==> src/rtl/mem_port_arbiter_pkg.sv <==
// Shared definitions for the cache-block memory port arbiter and its burst sequencer.
// Holds the FSM encoding, burst length and requester identifiers.
package mem_port_arbiter_pkg;

    typedef enum logic [1:0] {
        ST_IDLE     = 2'd0,
        ST_RD_BURST = 2'd1,
        ST_WR_BURST = 2'd2,
        ST_DONE     = 2'd3
    } state_t;

    localparam int   BURST_LEN = 4;

    localparam logic REQ_READ  = 1'b0;
    localparam logic REQ_WRITE = 1'b1;

    function automatic logic [31:0] block_word(input logic [127:0] blk, input logic [1:0] idx);
        return blk[32*idx +: 32];
    endfunction

endpackage

==> src/rtl/mem_port_arbiter_burst_sequencer.sv <==
// Burst engine: owns the beat counter, latched base/block and memory-side address/data.
// Latency: outputs follow registered state; a stalled beat (mem_ready=0) holds addr/we/wdata.
module burst_sequencer #(
    parameter int ADDR_BITS = 12,
    parameter int BURST_LEN = mem_port_arbiter_pkg::BURST_LEN
) (
    input  logic                 clk,
    input  logic                 nrst,
    input  logic                 load,
    input  logic [ADDR_BITS-5:0] load_base,
    input  logic [127:0]         load_block,
    input  logic                 run,
    input  logic                 wr,
    input  logic                 mem_ready,
    output logic [1:0]           beat,
    output logic                 last_beat,
    output logic [ADDR_BITS-1:0] mem_addr,
    output logic [3:0]           mem_we,
    output logic [31:0]          mem_wdata
);
    import mem_port_arbiter_pkg::*;

    localparam logic [1:0] LAST_BEAT = 2'(BURST_LEN - 1);

    logic [ADDR_BITS-5:0] base_q;
    logic [127:0]         block_q;

    assign last_beat = run && mem_ready && (beat == LAST_BEAT);

    always_ff @(posedge clk) begin
        if (nrst) begin
            beat    <= '0;
            base_q  <= '0;
            block_q <= '0;
        end else if (load) begin
            beat    <= '0;
            base_q  <= load_base;
            block_q <= load_block;
        end else if (run && mem_ready) begin
            // the only wrap point is the final accepted beat, so beat never passes LAST_BEAT
            beat <= last_beat ? 2'd0 : beat + 2'd1;
        end
    end

    always_comb begin
        mem_addr  = '0;
        mem_we    = '0;
        mem_wdata = '0;
        if (run) begin
            mem_addr = {base_q, beat, 2'b00};
            if (wr) begin
                mem_we    = 4'hF;
                mem_wdata = block_word(block_q, beat);
            end
        end
    end

endmodule

==> src/rtl/mem_port_arbiter.sv <==
// Round-robin arbiter between cache refill (read) and evict (write) block bursts to one memory port.
// Latency: pulse in cycle 0 -> beats in cycles 1-4, done pulse in cycle 5; mem_ready=0 stalls the beat.
module mem_port_arbiter #(
    parameter int ADDR_BITS = 12,
    parameter int BURST_LEN = mem_port_arbiter_pkg::BURST_LEN
) (
    input  logic                 clk,
    input  logic                 nrst,
    input  logic                 i_rd_req,
    input  logic [ADDR_BITS-5:0] i_rd_base,
    output logic [31:0]          o_rd_data,
    output logic                 o_rd_valid,
    output logic [1:0]           o_rd_beat,
    output logic                 o_rd_done,
    input  logic                 i_wr_req,
    input  logic [ADDR_BITS-5:0] i_wr_base,
    input  logic [127:0]         i_wr_block,
    output logic                 o_wr_done,
    output logic [ADDR_BITS-1:0] o_mem_addr,
    output logic [3:0]           o_mem_we,
    output logic [31:0]          o_mem_wdata,
    input  logic [31:0]          i_mem_rdata,
    input  logic                 i_mem_ready,
    output logic                 o_busy
);
    import mem_port_arbiter_pkg::*;

    state_t               state;
    logic                 pend_rd, pend_wr;
    logic                 last_grant;
    logic [ADDR_BITS-5:0] rd_base_q, wr_base_q;
    logic [127:0]         wr_block_q;
    logic                 rd_valid_q;
    logic [1:0]           rd_beat_q;

    logic                 rd_take, wr_take, want_rd, want_wr;
    logic                 grant_wr, start;
    logic [ADDR_BITS-5:0] eff_rd_base, eff_wr_base, load_base;
    logic [127:0]         eff_wr_block;

    logic                 run, wr_run, last_beat;
    logic [1:0]           beat;
    logic [ADDR_BITS-1:0] seq_addr;
    logic [3:0]           seq_we;
    logic [31:0]          seq_wdata;

    // a pulse arriving while the same requester is already pending is dropped
    assign rd_take = i_rd_req && !pend_rd;
    assign wr_take = i_wr_req && !pend_wr;
    assign want_rd = pend_rd || i_rd_req;
    assign want_wr = pend_wr || i_wr_req;

    assign eff_rd_base  = pend_rd ? rd_base_q  : i_rd_base;
    assign eff_wr_base  = pend_wr ? wr_base_q  : i_wr_base;
    assign eff_wr_block = pend_wr ? wr_block_q : i_wr_block;

    assign grant_wr  = want_wr && (!want_rd || last_grant == REQ_READ);
    assign start     = (state == ST_IDLE) && (want_rd || want_wr);
    assign load_base = grant_wr ? eff_wr_base : eff_rd_base;

    assign run    = (state == ST_RD_BURST) || (state == ST_WR_BURST);
    assign wr_run = (state == ST_WR_BURST);

    always_ff @(posedge clk) begin
        if (nrst) begin
            state      <= ST_IDLE;
            pend_rd    <= 1'b0;
            pend_wr    <= 1'b0;
            last_grant <= REQ_READ;
            rd_base_q  <= '0;
            wr_base_q  <= '0;
            wr_block_q <= '0;
            rd_valid_q <= 1'b0;
            rd_beat_q  <= '0;
        end else begin
            if (rd_take) begin
                pend_rd   <= 1'b1;
                rd_base_q <= i_rd_base;
            end
            if (wr_take) begin
                pend_wr    <= 1'b1;
                wr_base_q  <= i_wr_base;
                wr_block_q <= i_wr_block;
            end

            case (state)
                ST_IDLE: begin
                    // clearing here overrides a same-cycle set, so a directly granted pulse never lingers
                    if (start) begin
                        if (grant_wr) begin
                            state      <= ST_WR_BURST;
                            last_grant <= REQ_WRITE;
                            pend_wr    <= 1'b0;
                        end else begin
                            state      <= ST_RD_BURST;
                            last_grant <= REQ_READ;
                            pend_rd    <= 1'b0;
                        end
                    end
                end
                ST_RD_BURST, ST_WR_BURST: begin
                    if (last_beat) state <= ST_DONE;
                end
                default: state <= ST_IDLE;
            endcase

            rd_valid_q <= (state == ST_RD_BURST) && i_mem_ready;
            rd_beat_q  <= beat;
        end
    end

    burst_sequencer #(
        .ADDR_BITS (ADDR_BITS),
        .BURST_LEN (BURST_LEN)
    ) u_seq (
        .clk        (clk),
        .nrst       (nrst),
        .load       (start),
        .load_base  (load_base),
        .load_block (eff_wr_block),
        .run        (run),
        .wr         (wr_run),
        .mem_ready  (i_mem_ready),
        .beat       (beat),
        .last_beat  (last_beat),
        .mem_addr   (seq_addr),
        .mem_we     (seq_we),
        .mem_wdata  (seq_wdata)
    );

    // outputs are forced quiet while reset is asserted so an aborted burst writes nothing more
    assign o_mem_addr  = nrst ? '0 : seq_addr;
    assign o_mem_we    = nrst ? '0 : seq_we;
    assign o_mem_wdata = nrst ? '0 : seq_wdata;
    assign o_rd_valid  = !nrst && rd_valid_q;
    assign o_rd_beat   = o_rd_valid ? rd_beat_q : 2'd0;
    assign o_rd_data   = o_rd_valid ? i_mem_rdata : 32'h0;
    assign o_rd_done   = !nrst && (state == ST_DONE) && (last_grant == REQ_READ);
    assign o_wr_done   = !nrst && (state == ST_DONE) && (last_grant == REQ_WRITE);
    assign o_busy      = !nrst && (state != ST_IDLE);

endmodule

==> config.mk <==
export PLATFORM = sky130hd
export DESIGN_NAME = mem_port_arbiter
export DESIGN_NICKNAME = d
export VERILOG_FILES = /design/src/rtl/mem_port_arbiter_pkg.sv /design/src/rtl/mem_port_arbiter_burst_sequencer.sv /design/src/rtl/mem_port_arbiter.sv
export SDC_FILE = /design/constraint.sdc
export NUM_CORES = 1
export LEC_CHECK = 0
export ABC_CLOCK_PERIOD_IN_PS = 2000
export CAP_MARGIN = 20
export CORE_ASPECT_RATIO = 1.4
export CORE_MARGIN = 2
export CORE_UTILIZATION = 52
export DETAILED_ROUTE_END_ITERATION = 8
export PLACE_DENSITY = 0.77
export SYNTH_ARGS = -nofsm -noshare
export SYNTH_HDL_FRONTEND = slang
export SYNTH_SLANG_ARGS = --single-unit
==> constraint.sdc <==
create_clock -name clk -period 2 [get_ports clk]
set_input_delay 0.3 -clock clk [delete_from_list [all_inputs] [get_ports clk]]
set_output_delay 0.3 -clock clk [all_outputs]
set_load 0.005 [all_outputs]
==> impl_metrics.ini, run 1 <==
[setup_path]
ff2ff_setup_slack_ps = 110
reg2reg_to = state[0]
critPathBufInv = 4
crit_start = u_seq.beat[0]
crit_family = multiplexers
cp-end-kind = output port
crit_type = reg -> out
worstPathCellList = buf_8, buf_4, buf_6, mux4_2, and3_4, buf_6
cp_data_arrival_time_ps = 2030
path_max_fanout = 5
critPathRequiredTime_ps = 1700
crit_path_end = o_mem_wdata[30]
critPathMaxStageDelay_ps = 480
path_depth = 6
critPathMostFrequentCell = buf_6
reg2reg_from = u_seq.beat[0]
critPathSlowestCell = mux4_2
worstSetupStartpointType = register
ff2ff_path_depth = 8

[timing]
hold_viol = 0
finalSetupViolations = 42
slew_headroom_pct = 54.58
post-route-min-period_ps = 2333
clock_skew_ps = 6.611
worst_slew_pin_slew_ps = 681.3
slew_violations = 0
period_share_pct = 116.6
clock.fmax_mhz = 428.7
rsz0062_at_grt = yes
layout_setup_ws_ps = -332.6

[drt]
drtIter0Drc = 653
drc = 0
first_pass_iters = 5
antenna_left = 0
wl_per_cell_um = 19.04
wl_mm = 38.77
num_vias = 11429
via_per_inst = 5.613

[floorplanning]
pin_count = 267
rows = 70
fp.dieW_um = 140.8
core_um2 = 25920
initial_core_util_pct = 52.56
fp.dieH_um = 195.5
die_area_um2 = 27540

[cells_and_area]
nets = 1869
n_fill_cell = 1926
area_delta_synth_final_pct = 33.99
post-route-cell-area_um2 = 18260
final_core_util_pct = 70.43
drive_gt1_share_pct = 25.90

[yosys]
synth_top_family_by_area = compound AO/OA/AOI/OAI gates
ys_types = 34
yosys.area.top_type = dfxtp_1
yosysSeqAreaShare_pct = 42.60
synth_fa_ha_area_share_pct = 0.5509
yosys_warnings = 0
synthesis.area_per_instance_um2 = 9.529
synth_compound_area_share_pct = 17.56
synth-simple-area-share_pct = 16.49
synth-edff-count = 0
synth.top_cells.by_count = 290 x dfxtp_1, 274 x nand2_1, 153 x mux2i_1, 140 x nor2_1, 139 x a21oi_1
synth_top_area_share_pct = 42.60
synthXorXnorAreaFrac_pct = 0
synthCells = 1430
synth.most_common_cell = dfxtp_1
synth_area_leaders = dfxtp_1 43%, a211oi_2 12%, mux2i_1 11%
synth_ff_type = dfxtp_1
synthMuxAreaShare_pct = 17.19
ys_ff_latch = 290
syn-cell-area_um2 = 13630
async_flop_share_pct = 0

[status]
status = complete, but fails checks
failed_checks = negative setup slack

[clocking]
numCtsBuffers = 29
cts.sinks = 290
clk_pin_slew_ps = 60
cts_tree = yes
cts_buffer_depth = 3
ctsRootBufferMaster = clkbuf_16
htree_levels = 1
clock_latency_ps = 540

[placement]
io_buffers = 264
gp_congestion = 0.7850
dpl-instance-area_um2 = 16600
dp_hpwl_mm = 24.63

[global_routing]
grt_pass1_wl_mm = 60.30
grt_usage_pct = 27.12
grt_pass1_vias = 11589
antenna_found_initial = 10
grt_max_degree = 69
grt-ovfl-total = 0

[worst_hold_path]
hold_class = in -> reg

[pwr]
pwr_density_cell_nw_per_um2 = 1126
power.leakage_nw = 7.001
vdd_ir_drop_max_mv = 0.9540

[flow_run]
cap_violations = 0
power breakdown:
part	leakage, nW	internal (mW)	switching (mW)
sequential	2.40	7.04	0.727
combinational	4.12	3.47	3.91
clock	0.476	3.13	2.30
total	7.00	13.6	6.93
registers in the layout, indices dropped and copies added (netlist names):
register,flops
wr_block_q,128
u_seq.beat,2
state,2
u_seq.block_q,128
rd_beat_q,2
u_seq.base_q,8
pend_wr,1
rd_base_q,8
rd_valid_q,1
pend_rd,1
last_grant,1
wr_base_q,8
tightest hold or removal path, cell delays in order:
cell and delay, ps:
buf_8 120, buf_4 230, a21oi_1 60
through the flow:
| stage | instances | setup TNS, ps | total power [mW] | setup WS [ps] | hold WS (ps) |
|---|---|---|---|---|---|
| 5_1_grt | 2036 | -14170 | 21.59 | -392.5 | 232.9 |
| 4_1_cts | 2023 | -14380 | 20.66 | -428.3 | 195.4 |
| 3_5_place_dp | 1934 | -6872 | 14.59 | -126.2 | 446.1 |
| 2_1_floorplan | 1431 | 0 | 12.80 | 221.8 | 436.0 |
| 3_3_place_gp | 1934 | -5126 | 14.33 | -103.8 | 440.4 |
| 6_report | 2036 | -11650 | 20.57 | -332.6 | 226.0 |
how the worst min path moves through the flow:
stage | startpoint | cells after the start | slack [ps] | end
after floorplan | i_wr_base[0] | 2 | 440 | wr_base_q[0]
after global placement | wr_block_q[8] | 2 | 440 | wr_block_q[8]
after detailed placement | wr_block_q[37] | 2 | 450 | wr_block_q[37]
after CTS | nrst | 3 | 200 | wr_base_q[3]
after global routing | nrst | 3 | 230 | wr_base_q[7]
final | nrst | 3 | 230 | wr_block_q[92]
cells by family (layout without fill, tap and decap cells):
| group | Yosys count | in the layout |
|---|---|---|
| compound gates | 283 | 283 |
| fa+ha+maj | 6 | 6 |
| buf+inv | 137 | 409 |
| flops | 290 | 290 |
| mux | 193 | 193 |
| other cells | 1 | 11 |
| simple gates | 520 | 520 |
layout by cell type (no fill, tap or decap), types with 3 or more instances in the layout:
cell type,n
nor3_1,3
and2_1,32
dlygate4sd2_1,8
clkbuf_8,6
clkbuf_16,31
a211oi_2,128
buf_6,64
o21ai_0,9
nor2b_4,5
buf_2,3
clkinv_2,11
mux2i_1,153
buf_12,25
buf_8,6
clkbuf_1,3
dlymetal6s2s_1,4
mux2_2,8
nand2_1,274
diode_2,9
a21oi_1,139
clkdlybuf4s50_1,179
nor2b_1,4
clkbuf_2,26
and3_4,31
ha_1,5
buf_4,34
dfxtp_2,4
nand3b_1,10
nor2_1,139
dfxtp_1,284
and2_4,12
mux4_2,32
metal layers:
layer | GRT usage, % | share of wire (%)
met2 | 48.44 | 52
met5 | 0 | 0.031
met3 | 4.389 | 5.7
met4 | 12.81 | 3.9
met1 | 31.54 | 38
final cells by class:
| class | count | area (um2) | area share, % |
|---|---|---|---|
| inverter | 2 | 7.507 | 0.04112 |
| multi-input combinational | 1004 | 7315 | 40.06 |
| sequential | 290 | 5818 | 31.86 |
| clock buffer | 38 | 819.5 | 4.488 |
| timing repair buffer | 355 | 3749 | 20.53 |
| clock inverter | 14 | 122.6 | 0.6716 |
| antenna | 9 | 22.52 | 0.1233 |
| tap | 324 | 405.4 | 2.220 |
what timing repair did:
action                                 CTS  global route
endpoints found under the hold margin    4             0
setup buffers                           32            10
setup endpoints to repair               84            50
gates cloned                             5             2
hold buffers                             2             0
pin swaps                               38            13
gates resized for setup                328            87
(Power assumes the default switching activity.)
==> run 2: changes to the inputs <==
GPL_TIMING_DRIVEN = 0   (was unset)
==> run 2 against run 1 <==
Compared with the run above:
- the flow still finishes with violations (negative setup slack)
- via count increased by 5.2%
- critical path type unchanged
- non-clock buffer count grew 87
- final cell count rose by 3.9%
- register-to-register slack worse by 60 ps
- clock power fell by 0.9%
- wire length grew 11%
- fmax down 2.5%
==> impl_metrics.ini, run 2 (synthesis results as in run 1) <==
[status]
status = complete, but fails checks
failed_checks = negative setup slack

[placement]
pre_cts_ws_ps = -856.5
io_buffers = 263
dp.cells = 2018
gp_congestion = 0.8868
dp_hpwl_mm = 30.36
dpl-instance-area_um2 = 16670

[global_routing]
antenna_found_initial = 1
grt_pass1_vias = 11819
grt-ovfl-total = 0
grt_max_degree = 15
grt_pass1_wl_mm = 64.60
grt_usage_pct = 30.01

[worst_hold_path]
hp-start = i_wr_block[52]
hold_class = in -> reg

[clocking]
hold_buffers = 0
cts_buffer_depth = 3
clock_latency_ps = 550
htree_levels = 1
numCtsBuffers = 29
clk_pin_slew_ps = 60
cts.sinks = 290
cts_tree = yes
ctsRootBufferMaster = clkbuf_16

[cells_and_area]
stdcell_count = 2115
n_fill_cell = 1886
diodes = 0
final_common_cell = dfxtp_1
nets = 1957
drive_gt1_share_pct = 27.36
reg_top3 = u_seq.block_q (128), wr_block_q (128)
mostFrequentLayoutCells = 286 x dfxtp_1, 274 x nand2_1, 179 x clkdlybuf4s50_1
post-route-cell-area_um2 = 18630
area_delta_synth_final_pct = 36.70

[timing]
slew_violations = 0
finalSetupViolations = 45
clock_skew_ps = 11.16
clock.fmax_mhz = 418.2
period_share_pct = 119.6
holdWs_ps = 326.6
layout_setup_ws_ps = -391.3
hold_viol = 0
worst_slew_pin_slew_ps = 927.1
post-route-min-period_ps = 2391
rsz0062_at_grt = yes
slew_headroom_pct = 38.19

[pwr]
pwr_density_cell_nw_per_um2 = 1146
power.leakage_nw = 7.208
vdd_ir_drop_max_mv = 0.8659

[drt]
first_pass_iters = 5
num_vias = 12019
drc = 0
wl_per_cell_um = 20.37
drtIter0Drc = 753
via_per_inst = 5.683
antenna_left = 0
wl_mm = 43.09

[setup_path]
critPathMaxStageDelay_ps = 490
critPathMostFrequentCell = buf_12
ff2ff_setup_slack_ps = 50
worstPathCellList = buf_12, buf_12, buf_12, mux4_2, and3_4, buf_6
critPathRequiredTime_ps = 1700
reg2reg_from = state[0]
critPathBufInv = 4
critPathSlowestCell = mux4_2
worstSetupStartpointType = register
crit_type = reg -> out
crit_start = u_seq.beat[0]
crit_family = buffers and inverters
cp-end-kind = output port
path_max_fanout = 7
cp_data_arrival_time_ps = 2090

[floorplanning]
rows = 70
pin_count = 267
initial_core_util_pct = 52.56
fp.dieH_um = 195.5
fp.dieW_um = 140.8
core_um2 = 25920
die_area_um2 = 27540

[flow_run]
cap_violations = 0
[run 2: worst paths after layout]
kind	end	cells after the start
max reg2reg	u_seq.block_q[117]	9
min reg2reg	wr_block_q[115]	2
max	o_mem_wdata[30]	6
min	wr_block_q[52]	3
[run 2: layer usage]
metal / part of all wire [%] / track usage (%)
met1: 37 / 33.30
met2: 52 / 56.12
met3: 6.9 / 4.684
met4: 4.4 / 13.07
met5: 0.030 / 0
[run 2: area by class of cell]
type	instances	area [um2]	share of cell area, %
Buffer	132	957.2	5.138
Timing Repair Buffer	310	3166	16.99
Multi-Input combinational cell	1005	7347	39.44
Clock buffer	37	795.8	4.272
Clock inverter	15	136.4	0.7321
Tap cell	324	405.4	2.176
Sequential cell	290	5811	31.19
Inverter	2	10.01	0.05373
[run 2: power breakdown]
group	leakage [nW]	switching [mW]	internal [mW]	total, mW
logic	4.35	4.42	3.77	8.20
clock network	0.459	2.31	3.06	5.37
registers	2.40	0.734	7.04	7.78
total	7.21	7.47	13.9	21.3
[run 2: worst min-delay path: cells and delay by family]
| kind | cells | cell delay, ps |
|---|---|---|
| and+or+nand+nor | 1 | 60 |
| AOI/OAI and AO/OA | 1 | 50 |
| buffers and inverters | 1 | 410 |
[run 2: stage by stage]
step,utilization [%],power [mW],setup TNS (ps)
floorplan,-,12.80,0
global placement,64.30,14.77,-74130
detailed placement,64.30,14.99,-83290
CTS,71.52,21.10,-15320
global route,71.85,22.21,-16340
finish,71.85,21.35,-14080
[run 2: repair_timing]
action	4_1_cts	5_1_grt
gates cloned	9	0
buffers inserted	36	8
pin swaps	43	16
setup endpoints to repair	106	154
gates resized for setup	448	88
==> run 3: changes to the inputs <==
CTS_CLUSTER_SIZE = 20   (was unset)
==> run 3 against run 2 <==
Compared with the run above:
- the flow still finishes with violations (negative setup slack)
- hold slack better by 3.1 ps
- wire length is 0.37% lower
- die area stayed put
- critical path depth unchanged
- register-to-register slack better by 20 ps
- sequential power about the same
- final cell count did not move
- largest cell class unchanged
- largest power group unchanged
- highest routed layer unchanged
==> impl_metrics.ini, run 3 (synthesis results as in run 1) <==
[status]
status = complete, but fails checks
failed_checks = negative setup slack

[worst_hold_path]
hold_class = in -> reg
worstHoldPathCells = 3

[pwr]
finalPower_mw = 21.25
vdd_ir_drop_max_mv = 0.7557
pwr_density_cell_nw_per_um2 = 1140
power.leakage_nw = 7.205

[timing]
layout_setup_ws_ps = -385.7
slew_headroom_pct = 38.36
clock_skew_ps = 9.145
finalSetupViolations = 45
hold_viol = 0
slew_violations = 0
clock.fmax_mhz = 419.2
period_share_pct = 119.3
post-route-min-period_ps = 2386
holdWs_ps = 329.8
worst_slew_pin_slew_ps = 924.7
rsz0062_at_grt = yes

[drt]
wl_met3_mm = 2.848
wl_per_cell_um = 20.30
wl_mm = 42.93
dr.max_layer_used = met5
via_per_inst = 5.664
routed-wl-met2_mm = 22.37
wl_met1_mm = 15.75
drtIter0Drc = 709
antenna_left = 0
first_pass_iters = 6
drc = 0
num_vias = 11979

[setup_path]
worstPathCellList = buf_12, buf_12, buf_12, mux4_2, and3_4, buf_6
path_depth = 6
cp_data_arrival_time_ps = 2090
worstSetupStartpointType = register
crit_type = reg -> out
ff2ff_path_depth = 9
critPathMaxStageDelay_ps = 500
critPathRequiredTime_ps = 1700
crit_family = multiplexers
critPathBufInv = 4
path_max_fanout = 7
critPathMostFrequentCell = buf_12
critPathSlowestCell = mux4_2
cp-end-kind = output port

[global_routing]
grt_pass1_vias = 11745
grt_max_degree = 15
grt_usage_pct = 29.88
grt-ovfl-total = 0
grt_pass1_wl_mm = 64.27
antenna_found_initial = 1

[cells_and_area]
area_delta_synth_final_pct = 36.84
mostFrequentLayoutCells = 286 x dfxtp_1, 274 x nand2_1, 179 x clkdlybuf4s50_1
diodes = 0
nets = 1957
reg_top3 = u_seq.block_q (128), wr_block_q (128)
n_fill_cell = 1858
drive_gt1_share_pct = 27.36
final_common_cell = dfxtp_1
stdcell_count = 2115

[clocking]
hold_buffers = 0
cts.sinks = 290
clk_pin_slew_ps = 60
clock_latency_ps = 540
ctsRootBufferMaster = clkbuf_16
cts_tree = yes
cts_buffer_depth = 3
numCtsBuffers = 29
htree_levels = 1

[floorplanning]
core_um2 = 25920
initial_core_util_pct = 52.56
pin_count = 267
fp.dieW_um = 140.8
rows = 70
fp.dieH_um = 195.5
die_area_um2 = 27540

[placement]
gp_congestion = 0.8868
dp_hpwl_mm = 30.36
pre_cts_ws_ps = -856.5
io_buffers = 263
dp.cells = 2018

[flow_run]
cap_violations = 0
[run 3: cell count changes in the layout (fill, tap and decap cells not counted), moves of 2 or more]
| cell | before | now |
|---|---|---|
| buf_2 | 38 | 36 |
| buf_4 | 21 | 19 |
| clkdlybuf4s15_2 | 0 | 2 |
| buf_12 | 10 | 8 |
| and2_4 | 21 | 23 |
| buf_6 | 91 | 94 |
| clkbuf_8 | 8 | 11 |
| clkbuf_2 | 18 | 16 |
| buf_8 | 11 | 13 |
| and2_1 | 23 | 21 |
[run 3: power breakdown]
group	internal, mW	switching (mW)	total (mW)
combinational	3.78	4.42	8.19
clock	3.01	2.27	5.28
sequential	7.04	0.730	7.77
[run 3: cell type report]
type                       instances  area (um2)  share of cell area [%]
clock inverter                    12       93.84                  0.5033
clock buffer                      40       827.0                   4.435
timing repair buffer             309        3172                   17.01
inverter                           2       7.507                 0.04026
multi-input combinational       1005        7352                   39.43
tap                              324       405.4                   2.174
sequential                       290        5811                   31.16
buffer                           133       978.4                   5.247
[run 3: routing by layer]
layer	vias up	GRT usage (%)
li1	5626	-
met1	5728	33.13
met2	506	56.08
met3	117	4.708
met4	2	12.56
met5	-	0
[run 3: stage by stage]
step                utilization (%)  area (um2)  setup TNS, ps
floorplan                         -       13630              0
global placement              64.30       16670         -74130
detailed placement            64.30       16670         -83290
CTS                           71.57       18550         -14940
global route                  71.93       18650         -16020
finish                        71.93       18650         -13920
[run 3: path summary, 6_finish.rpt]
check                                startpoint                  to  slack (ps)
worst max-delay path              u_seq.beat[0]     o_mem_wdata[30]        -390
worst min register to register  wr_block_q[104]     wr_block_q[104]         450
worst max register to register         state[1]  u_seq.block_q[117]          70
worst min-delay path             i_wr_block[54]      wr_block_q[54]         330
[run 3: timing repair]
action                                  in CTS  in global routing
cloned                                       9                  0
pin swaps                                   43                 16
setup buffers                               37                  6
gates resized for setup                    451                 90
endpoints found under the setup margin     107                137
[run 3: worst min-delay path: stages]
cell and delay, ps:
clkdlybuf4s50_1 410, nand2_1 60, a21oi_1 50
